$ cat config.mk
export PLATFORM = sky130hd
export DESIGN_NAME = muldiv_coproc
export DESIGN_NICKNAME = d
export VERILOG_FILES = /design/src/rtl/muldiv_pkg.sv /design/src/rtl/muldiv_divider.sv /design/src/rtl/muldiv_coproc.sv
export SDC_FILE = /design/constraint.sdc
export NUM_CORES = 2
export LEC_CHECK = 0
export CAP_MARGIN = 20
export CORE_MARGIN = 2
export CORE_UTILIZATION = 62
export CTS_BUF_LIST = sky130_fd_sc_hd__clkbuf_8
export DETAILED_ROUTE_END_ITERATION = 7
export DONT_BUFFER_PORTS = 1
export GPL_ROUTABILITY_DRIVEN = 0
export PLACE_DENSITY_LB_ADDON = 0.2
export SLEW_MARGIN = 20
export SYNTH_ARGS = -nofsm -noshare
export SYNTH_HDL_FRONTEND = slang
export SYNTH_SLANG_ARGS = --single-unit
$ cat constraint.sdc
create_clock -name clk -period 9.02 [get_ports clk]
set_clock_uncertainty 0.15 [all_clocks]
set_input_delay 0.902 -clock clk [delete_from_list [all_inputs] [get_ports clk]]
set_output_delay 0.902 -clock clk [all_outputs]
set_load 0.1 [all_outputs]
$ cat src/rtl/muldiv_pkg.sv
// muldiv_pkg: shared types for the multiply/divide coprocessor.
//   op_e        : RV32M funct3 operation encodings (MUL..REMU)
//   state_e     : top-level FSM states
//   div_phase_e : iterative divider phases
package muldiv_pkg;

   typedef enum logic [2:0] {
      OP_MUL    = 3'd0,
      OP_MULH   = 3'd1,
      OP_MULHSU = 3'd2,
      OP_MULHU  = 3'd3,
      OP_DIV    = 3'd4,
      OP_DIVU   = 3'd5,
      OP_REM    = 3'd6,
      OP_REMU   = 3'd7
   } op_e;

   typedef enum logic [1:0] {
      IDLE = 2'd0,
      MUL  = 2'd1,
      DIV  = 2'd2,
      DONE = 2'd3
   } state_e;

   typedef enum logic [1:0] {
      DV_IDLE = 2'd0,
      DV_ITER = 2'd1,
      DV_FIX  = 2'd2
   } div_phase_e;

   // Width of the multiply latency counter (MUL_STAGES <= 4).
   localparam int unsigned MUL_CNT_W = 2;

endpackage

$ cat src/rtl/muldiv_divider.sv
// muldiv_divider: radix-2 restoring divider on operand magnitudes.
// XLEN iterations after start_i, then one sign-fix cycle in which done_o is
// high and result_o is valid (combinational from the final quotient/remainder).
//   clk, rst_n   : clock, async active-low reset
//   clear_i      : abandon any running division
//   start_i      : load operands (a_i, b_i, signed_i, rem_i) and begin
//   done_o       : high during the sign-fix cycle
//   result_o     : quotient or remainder, sign-corrected
module muldiv_divider
   import muldiv_pkg::*;
#(
   parameter int unsigned XLEN = 32
) (
   input  logic            clk,
   input  logic            rst_n,
   input  logic            clear_i,
   input  logic            start_i,
   input  logic            signed_i,
   input  logic            rem_i,
   input  logic [XLEN-1:0] a_i,
   input  logic [XLEN-1:0] b_i,
   output logic            done_o,
   output logic [XLEN-1:0] result_o
);

   localparam int unsigned CW = $clog2(XLEN + 1);

   div_phase_e      phase_q, phase_d;
   logic [CW-1:0]   cnt_q, cnt_d;
   logic [XLEN-1:0] rem_q, rem_d;
   logic [XLEN-1:0] quo_q, quo_d;
   logic [XLEN-1:0] dvs_q, dvs_d;
   logic            qneg_q, qneg_d;
   logic            rneg_q, rneg_d;
   logic            rsel_q, rsel_d;
   logic            bzero_q, bzero_d;
   logic [XLEN:0]   shifted;
   logic [XLEN:0]   diff;

   always_comb begin
      phase_d = phase_q;
      cnt_d   = cnt_q;
      rem_d   = rem_q;
      quo_d   = quo_q;
      dvs_d   = dvs_q;
      qneg_d  = qneg_q;
      rneg_d  = rneg_q;
      rsel_d  = rsel_q;
      bzero_d = bzero_q;
      shifted = {rem_q, quo_q[XLEN-1]};
      // diff[XLEN] is the borrow: set when shifted < divisor.
      diff    = shifted - {1'b0, dvs_q};
      if (clear_i) begin
         phase_d = DV_IDLE;
         cnt_d   = '0;
      end else if (start_i) begin
         phase_d = DV_ITER;
         cnt_d   = CW'(XLEN);
         rem_d   = '0;
         quo_d   = (signed_i && a_i[XLEN-1]) ? -a_i : a_i;
         dvs_d   = (signed_i && b_i[XLEN-1]) ? -b_i : b_i;
         qneg_d  = signed_i && (a_i[XLEN-1] ^ b_i[XLEN-1]);
         rneg_d  = signed_i && a_i[XLEN-1];
         rsel_d  = rem_i;
         bzero_d = (b_i == '0);
      end else begin
         case (phase_q)
            DV_ITER: begin
               rem_d = diff[XLEN] ? shifted[XLEN-1:0] : diff[XLEN-1:0];
               quo_d = {quo_q[XLEN-2:0], ~diff[XLEN]};
               cnt_d = cnt_q - 1'b1;
               if (cnt_q == CW'(1)) phase_d = DV_FIX;
            end
            DV_FIX:  phase_d = DV_IDLE;
            default: phase_d = DV_IDLE;
         endcase
      end
   end

   always_ff @(posedge clk or negedge rst_n) begin
      if (!rst_n) begin
         phase_q <= DV_IDLE;
         cnt_q   <= '0;
         rem_q   <= '0;
         quo_q   <= '0;
         dvs_q   <= '0;
         qneg_q  <= 1'b0;
         rneg_q  <= 1'b0;
         rsel_q  <= 1'b0;
         bzero_q <= 1'b0;
      end else begin
         phase_q <= phase_d;
         cnt_q   <= cnt_d;
         rem_q   <= rem_d;
         quo_q   <= quo_d;
         dvs_q   <= dvs_d;
         qneg_q  <= qneg_d;
         rneg_q  <= rneg_d;
         rsel_q  <= rsel_d;
         bzero_q <= bzero_d;
      end
   end

   assign done_o = (phase_q == DV_FIX);

   // With a zero divisor the iteration leaves rem = |a| (sign fix restores a),
   // but the quotient must be forced to all-ones regardless of sign.
   always_comb begin
      if (rsel_q)       result_o = rneg_q ? -rem_q : rem_q;
      else if (bzero_q) result_o = '1;
      else              result_o = qneg_q ? -quo_q : quo_q;
   end

endmodule

$ cat src/rtl/muldiv_coproc.sv
// muldiv_coproc: RV32M-style multiply/divide coprocessor.
// Multiply: MUL_STAGES-cycle pipeline. Divide: muldiv_divider, XLEN+1 cycles.
// Optional macro MULDIV_EARLY_OUT_EN: divide-by-zero and signed overflow
// finish 1 cycle after accept instead of running the divider.
//   clk, rst_n                       : clock, async active-low reset
//   req_valid_i/req_ready_o          : request handshake
//   req_op_i, req_a_i, req_b_i, req_tag_i : funct3 op, operands, tag
//   rsp_valid_o/rsp_ready_i          : response handshake
//   rsp_result_o, rsp_tag_o          : result and echoed tag
//   flush_i                          : abort in-flight op (wins over accept)
//   busy_o                           : op accepted and not yet retired
module muldiv_coproc
   import muldiv_pkg::*;
#(
   parameter int unsigned XLEN       = 32,
   parameter int unsigned MUL_STAGES = 2,
   parameter int unsigned TAG_W      = 5
) (
   input  logic             clk,
   input  logic             rst_n,
   input  logic             req_valid_i,
   output logic             req_ready_o,
   input  logic [2:0]       req_op_i,
   input  logic [XLEN-1:0]  req_a_i,
   input  logic [XLEN-1:0]  req_b_i,
   input  logic [TAG_W-1:0] req_tag_i,
   output logic             rsp_valid_o,
   input  logic             rsp_ready_i,
   output logic [XLEN-1:0]  rsp_result_o,
   output logic [TAG_W-1:0] rsp_tag_o,
   input  logic             flush_i,
   output logic             busy_o
);

   state_e                 state_q, state_d;
   op_e                    op_q;
   logic [XLEN-1:0]        a_q, b_q;
   logic [TAG_W-1:0]       tag_q;
   logic [XLEN-1:0]        res_q, res_d;
   logic [MUL_CNT_W-1:0]   mcnt_q, mcnt_d;
   logic                   accept;
   logic                   div_start;
   logic                   div_done;
   logic [XLEN-1:0]        div_result;

   assign accept = req_valid_i && (state_q == IDLE) && !flush_i;

   // Sign-extend to 2*XLEN; the low 2*XLEN product bits are then correct for
   // signed, mixed and unsigned forms alike.
   logic            a_sx, b_sx;
   logic [2*XLEN-1:0] mul_a, mul_b, prod;
   logic [XLEN-1:0] mul_res, mul_out;

   always_comb begin
      a_sx    = (op_q == OP_MULH) || (op_q == OP_MULHSU);
      b_sx    = (op_q == OP_MULH);
      mul_a   = {{XLEN{a_sx && a_q[XLEN-1]}}, a_q};
      mul_b   = {{XLEN{b_sx && b_q[XLEN-1]}}, b_q};
      prod    = mul_a * mul_b;
      mul_res = (op_q == OP_MUL) ? prod[XLEN-1:0] : prod[2*XLEN-1:XLEN];
   end

   // The final pipeline stage is res_q itself, loaded on entry to DONE.
   if (MUL_STAGES == 1) begin : g_nopipe
      assign mul_out = mul_res;
   end else begin : g_pipe
      logic [XLEN-1:0] pipe_q [MUL_STAGES-1];
      always_ff @(posedge clk or negedge rst_n) begin
         if (!rst_n) begin
            for (int unsigned i = 0; i < MUL_STAGES - 1; i++) pipe_q[i] <= '0;
         end else begin
            pipe_q[0] <= mul_res;
            for (int unsigned i = 1; i < MUL_STAGES - 1; i++) pipe_q[i] <= pipe_q[i-1];
         end
      end
      assign mul_out = pipe_q[MUL_STAGES-2];
   end

`ifdef MULDIV_EARLY_OUT_EN
   logic            special_q, special_d;
   logic [XLEN-1:0] special_res;
   always_comb begin
      special_d = (req_b_i == '0) ||
                  (!req_op_i[0] && (req_a_i == {1'b1, {(XLEN-1){1'b0}}}) && (req_b_i == '1));
      if (op_q[1]) special_res = (b_q == '0) ? a_q : '0;
      else         special_res = (b_q == '0) ? '1  : a_q;
   end
   always_ff @(posedge clk or negedge rst_n) begin
      if (!rst_n)      special_q <= 1'b0;
      else if (accept) special_q <= special_d;
   end
`endif

   always_comb begin
      state_d   = state_q;
      res_d     = res_q;
      mcnt_d    = mcnt_q;
      div_start = accept && req_op_i[2];
`ifdef MULDIV_EARLY_OUT_EN
      if (special_d) div_start = 1'b0;
`endif
      case (state_q)
         IDLE: begin
            if (accept) begin
               state_d = req_op_i[2] ? DIV : MUL;
               mcnt_d  = '0;
            end
         end
         MUL: begin
            if (mcnt_q == MUL_CNT_W'(MUL_STAGES - 1)) begin
               state_d = DONE;
               res_d   = mul_out;
            end else begin
               mcnt_d = mcnt_q + 1'b1;
            end
         end
         DIV: begin
`ifdef MULDIV_EARLY_OUT_EN
            if (special_q) begin
               state_d = DONE;
               res_d   = special_res;
            end else
`endif
            if (div_done) begin
               state_d = DONE;
               res_d   = div_result;
            end
         end
         DONE: begin
            if (rsp_ready_i) state_d = IDLE;
         end
         default: state_d = IDLE;
      endcase
      if (flush_i) state_d = IDLE;
   end

   always_ff @(posedge clk or negedge rst_n) begin
      if (!rst_n) begin
         state_q <= IDLE;
         op_q    <= OP_MUL;
         a_q     <= '0;
         b_q     <= '0;
         tag_q   <= '0;
         res_q   <= '0;
         mcnt_q  <= '0;
      end else begin
         state_q <= state_d;
         res_q   <= res_d;
         mcnt_q  <= mcnt_d;
         if (accept) begin
            op_q  <= op_e'(req_op_i);
            a_q   <= req_a_i;
            b_q   <= req_b_i;
            tag_q <= req_tag_i;
         end
      end
   end

   muldiv_divider #(.XLEN(XLEN)) u_div (
      .clk      (clk),
      .rst_n    (rst_n),
      .clear_i  (flush_i),
      .start_i  (div_start),
      .signed_i (!req_op_i[0]),
      .rem_i    (req_op_i[1]),
      .a_i      (req_a_i),
      .b_i      (req_b_i),
      .done_o   (div_done),
      .result_o (div_result)
   );

   assign req_ready_o  = (state_q == IDLE);
   assign busy_o       = (state_q != IDLE);
   assign rsp_valid_o  = (state_q == DONE);
   assign rsp_result_o = res_q;
   assign rsp_tag_o    = tag_q;

endmodule

-- After elaboration in Yosys (flattened, before gate mapping)
Index checks and enable logic that the tools add are counted.
- register bits: 248
- bits of input ports: 77
- $add $sub $neg: 7
- multiply operators: 1
- eq/ne operators: 18
- muxes and demuxes: 32
- bitwise logic cells: 3
- reductions and logical operators: 24
- operator list (cell ; number):
    2-to-1 mux 32 bit ; 14
    negator 32 bit ; 4
    multiplier 33 x 33 -> 64 bit ; 1
    one-hot mux 32 bit (2 select lines) ; 1
    subtractor 33 x 32 -> 33 bit ; 1
    logical NOT 32 bit ; 1
    2-to-1 mux 2 bit ; 12
    2-to-1 mux 6 bit ; 3
    logical AND 1 bit ; 8
    one-hot mux 2 bit (4 select lines) ; 1
    nonzero test 2 bit ; 4
    == test 2 x 1 -> 1 bit, second input constant ; 3
    == test 2 bit, second input constant ; 3
    == test 6 x 1 -> 1 bit, second input constant ; 1
    inequality test 2 bit, second input constant ; 3
    inequality test 3 x 1 -> 1 bit, second input constant ; 2
    inequality test 3 bit, second input constant ; 2
    AND reduction 3 bit ; 2
    subtractor 6 x 1 -> 6 bit, second input constant ; 1
    inequality test 4 x 3 -> 1 bit, second input constant ; 1
    one-hot mux 2 bit (2 select lines) ; 1
    AND reduction 2 bit ; 2
    AND reduction 4 bit ; 1
    == test 3 x 1 -> 1 bit, second input constant ; 1
    10 further kinds ; 12

-- Logic depth before layout (Yosys ltp)
- depth after elaboration: 6
- gate-level depth with buffers: 32
- gate-level depth less buffers: 30

-- Modules after synthesis
A second synthesis with hierarchy kept.
- cell total of the unflattened synthesis: 5811
- area total of the unflattened synthesis: 52726.8 µm²
- by module, submodules not included (module ; instances ; cells each ; area each (µm²) ; seq. area each (µm²)):
    muldiv_coproc ; 1 ; 4653 ; 43425.4 ; 3503.4
    muldiv_divider ; 1 ; 1158 ; 9301.4 ; 2702.6

-- Worst setup path after synthesis
Ideal clock, no wire load.
- kind: flip-flop to flip-flop
- start: register op_q[1]
- end: register g_pipe.pipe_q[31] (netlist name)
- arrival: 8.512 ns
- setup slack: 0.222 ns
- stages on the path, launching flop included: 29
- clock period less this slack: 8.798 ns
- cell sequence: dfrtp_1 xnor2_1 nor3b_1 clkbuf_1 nand2_1 fa_1 fa_1 inv_1 fa_1 inv_1 fa_1 inv_1 fa_1 fa_1 fa_1 inv_1 fa_1 inv_1 ha_1 a21o_1 a211o_1 a211oi_1 a21o_1 o31ai_1 o211a_1 a311o_1 a31oi_1 xnor2_1 a21oi_1
- cells in the longest elaborated chain, start to end: 5
- RTL lines (item ; RTL line ; source):
    start: declaration ; muldiv_coproc.sv:36 ; op_e op_q;
    start signal: assignment ; muldiv_coproc.sv:151 ; op_q <= op_e'(req_op_i);
    == test 3 x 1 -> 1 bit / == test 3 x 2 -> 1 bit (equally long branches) ; muldiv_coproc.sv:55, muldiv_coproc.sv:56 ;
    logical OR 1 bit ; muldiv_coproc.sv:55 ; a_sx = (op_q == OP_MULH) || (op_q == OP_MULHSU);
    logical AND 1 bit ; muldiv_coproc.sv:57 ; mul_a = {{XLEN{a_sx && a_q[XLEN-1]}}, a_q};
    multiplier 33 x 33 -> 64 bit ; muldiv_coproc.sv:59 ; prod = mul_a * mul_b;
    2-to-1 mux 32 bit * ; muldiv_coproc.sv:60 ; mul_res = (op_q == OP_MUL) ? prod[XLEN-1:0] : prod[2*XLEN-1:XLEN];
    named net mul_res[31] ; muldiv_coproc.sv:52 ; logic [XLEN-1:0] mul_res, mul_out;
    end: declaration ; muldiv_coproc.sv:67 ; logic [XLEN-1:0] pipe_q [MUL_STAGES-1];
The timed path passes the listed nets; every way through them passes the cells marked *.
A chain may end at the register's enable or synchronous reset.

-- Final worst setup path
- start: register a_q[7]
- end: register g_pipe.pipe_q[16] (netlist name)
- cells in the longest elaborated chain, start to end: 2
- RTL lines (item ; RTL line ; source):
    start: declaration ; muldiv_coproc.sv:37 ; logic [XLEN-1:0] a_q, b_q;
    start signal: assignment ; muldiv_coproc.sv:152 ; a_q <= req_a_i;
    multiplier 33 x 33 -> 64 bit ; muldiv_coproc.sv:59 ;
    2-to-1 mux 32 bit ; muldiv_coproc.sv:60 ;
    named net mul_res[16] ; muldiv_coproc.sv:52 ;
The timed path passes the listed nets, and every way through them passes these cells.

==> summary.md <==
| Metric | Value |
|---|---|
| Die ar. | 86800 um2 |
| RSZ-0062 raised after global routing | false |
| Top-area cell type share of the netlist area | 0.431 |
| Longest Clk Path Bufs | 3 |
| Setup TNS | 0 ns |
| CP dominant cell by count | fa_1 |
| Antenna Violating Nets Remaining | 0 |
| Vias in the first global route | 43800 |
| Layout cell share with drive strength beyond 1 | 0.0505 |
| Post-Route WL | 162000 um |
| Syn_area_per_cell | 8.82 um2 |
| Synth warnings | 0 |
| Crit path DAT | 9.27 ns |
| First-pass GRT wire length | 254000 um |
| Kind of critical path | reg -> reg |
| Skew-Pair Late Insertion Delay | 0.63 ns |
| Final setup fails | 0 |
| Crit path launch type | flip-flop |
| Post-Syn Instances | 5938 |
| Period minus WS final | 8.95 ns |
| Actual slew at the worst max-slew pin | 1.10 ns |
| DR pass1 iterations | 6 |
| Via count | 41559 |
| Core area | 83700 um2 |
| CTS clk-pin slew, worst paths | 0.07 ns |
| DRC viols | 0 |
| Routed len/inst | 23.1 um |
| Post-synth cell types | 79 |
| Overflow after GRT | 0 |
| Max Fclk | 112 MHz |
| Delay-heaviest family, CP | adder cells |
| Seq/Total Area, Yosys | 0.119 |
| Die H | 295 um |
| Largest cells by area after synthesis | fa_1, dfrtp_1, inv_1 |
| DP HPWL | 128000 um |
| Root Buffer | clkbuf_8 |
| Final Slew Violations | 0 |
| Min-Delay Path Class | in -> async |
| Most common cell after layout, fill and taps aside | inv_1 |
| Syn_nets | 7396 |
| CTS tree | yes |
| Vias per Instance | 5.94 |
| Final hold vios | 0 |
| Slowest CP cell | fa_1 |
| Initial core utilization | 0.626 |
| Worst path max stage delay | 0.75 ns |
| Max-cap violations | 0 |
| Largest net degree at the start of global routing | 249 |
| Initial antenna violation count | 9 |
| Bufs and invs on worst path | 6 |
| Period utilization | 0.992 |
| Site row count | 106 |
| Flip-flop and latch area | 6210 um2 |
| Post-CTS setup buffers | 0 |
| Syn Std Cell Area | 52400 um2 |
| Nets | 7280 |
| Crit path required time | 9.34 ns |
| H-tree depth | 2 |
| Critical Path Fanout Max | 14 |
| Commonest cells after routing, fill and taps aside | inv_1, nand2_1, fa_1 |
| Top cell type by total area after synthesis | fa_1 |
| PortBufs | 0 |
| Worst hold slack | 0.0394 ns |
| Iteration-0 DRC Markers | 4051 |
| Crit end category | flip-flop |
| Multi-input gate area | 40300 um2 |
| Outcome | completed |
| P&R area growth vs syn | 5.53% |
| Post-synth EDFFs | 0 |
| Tot GR Track Use | 0.391 |
| Num CTS Buffers | 46 |
| # clock sinks | 248 |
| FILL cells | 6904 |
| I/O Pins | 117 |
| Slew margin rel. | 0.267 |
| Async set-or-reset flop fraction in the synthesized netlist | 1.00 |
| Die width | 295 um |
| Synthesized flop and latch total | 248 |
| Commonest register cell after synthesis | dfrtp_1 |
cells in the mapped netlist, drive strengths merged, types with 5 or more instances:
master	n
nand2b	19
nand3	24
xnor2	120
a41oi	5
o21a	17
ha	255
a221oi	34
and2	317
nor2	176
a211oi	16
o22ai	6
or4	13
a21o	50
dfrtp	248
or2	15
inv	1235
xor2	100
or3	23
a211o	6
fa	1126
o21bai	11
buf	12
o31ai	24
nor3b	5
a31oi	15
nor3	44
clkbuf	317
and3	8
mux2i	35
nand4	19
a21boi	6
o211ai	5
a21oi	213
nor4	15
o21ai	187
o41ai	12
nand2	1148
nor2b	13
kinds of logic (layout without fill, tap and decap cells):
logic type,Yosys count,after routing,share of synthesized area
buf+inv,1564,1483,0.112
compound gates,640,640,0.0759
mux,36,36,0.00691
xor+xnor,220,220,0.0372
flops,248,248,0.119
simple gates,1849,1849,0.158
other cells,0,3,0
fa+ha+maj,1381,1381,0.491
layer usage:
layer	track usage	vias to the layer above	wire length, um
met2	0.605	2409	72500
met1	0.513	20925	58800
met3	0.0903	692	19100
met5	0	-	90
met4	0.213	14	11100
li1	-	17519	-
metrics by stage:
| step | worst slack (ns) | instance area [um2] | std cells | util |
|---|---|---|---|---|
| floorplan | 0.222 | 52400 | 5938 | - |
| global placement | 0.346 | 54100 | 6906 | 0.647 |
| detailed placement | 0.269 | 54100 | 6906 | 0.647 |
| CTS | 0.207 | 55200 | 6990 | 0.659 |
| global route | 0.00451 | 55300 | 6993 | 0.660 |
| finish | 0.0713 | 55300 | 6994 | 0.660 |
layout make-up:
type,count,share of cell area
antenna,3,0.000136
sequential,248,0.112
clock buffer,59,0.0147
clock inverter,24,0.00437
timing repair buffer,165,0.0289
multi-input combinational,4126,0.730
inverter,1235,0.0839
tap,1134,0.0257
registers in the layout, indices dropped and copies added (netlist names):
name           cells
a_q               32
b_q               32
g_pipe.pipe_q     32
rsp_result_o      32
u_div.dvs_q       32
u_div.quo_q       32
u_div.rem_q       32
u_div.cnt_q        6
rsp_tag_o          5
op_q               3
mcnt_q             2
state_q            2
u_div.phase_q      2
u_div.bzero_q      1
u_div.qneg_q       1
u_div.rneg_q       1
u_div.rsel_q       1
final timing paths:
kind,start,to,slack [ns],cells past startpoint
setup / recovery,a_q[7],g_pipe.pipe_q[16],0.07,26
hold / removal,rst_n,u_div.rem_q[5],0.04,1
setup reg to reg,a_q[7],g_pipe.pipe_q[16],0.07,26
hold reg to reg,u_div.dvs_q[15],u_div.dvs_q[15],0.33,2
max in group asynchronous,rst_n,u_div.rem_q[6],7.43,2
min in group clk,flush_i,state_q[1],0.19,1
repair_timing:
item / CTS / global route
gates resized for setup: 0 / 9
endpoints found under the hold margin: 248 / 0
endpoints found under the setup margin: 0 / 7
hold buffers: 1 / 0
Power is left out: the tool's default activity adds up to more than one toggle a clock period on the data nets, which glitch-free logic cannot reach.
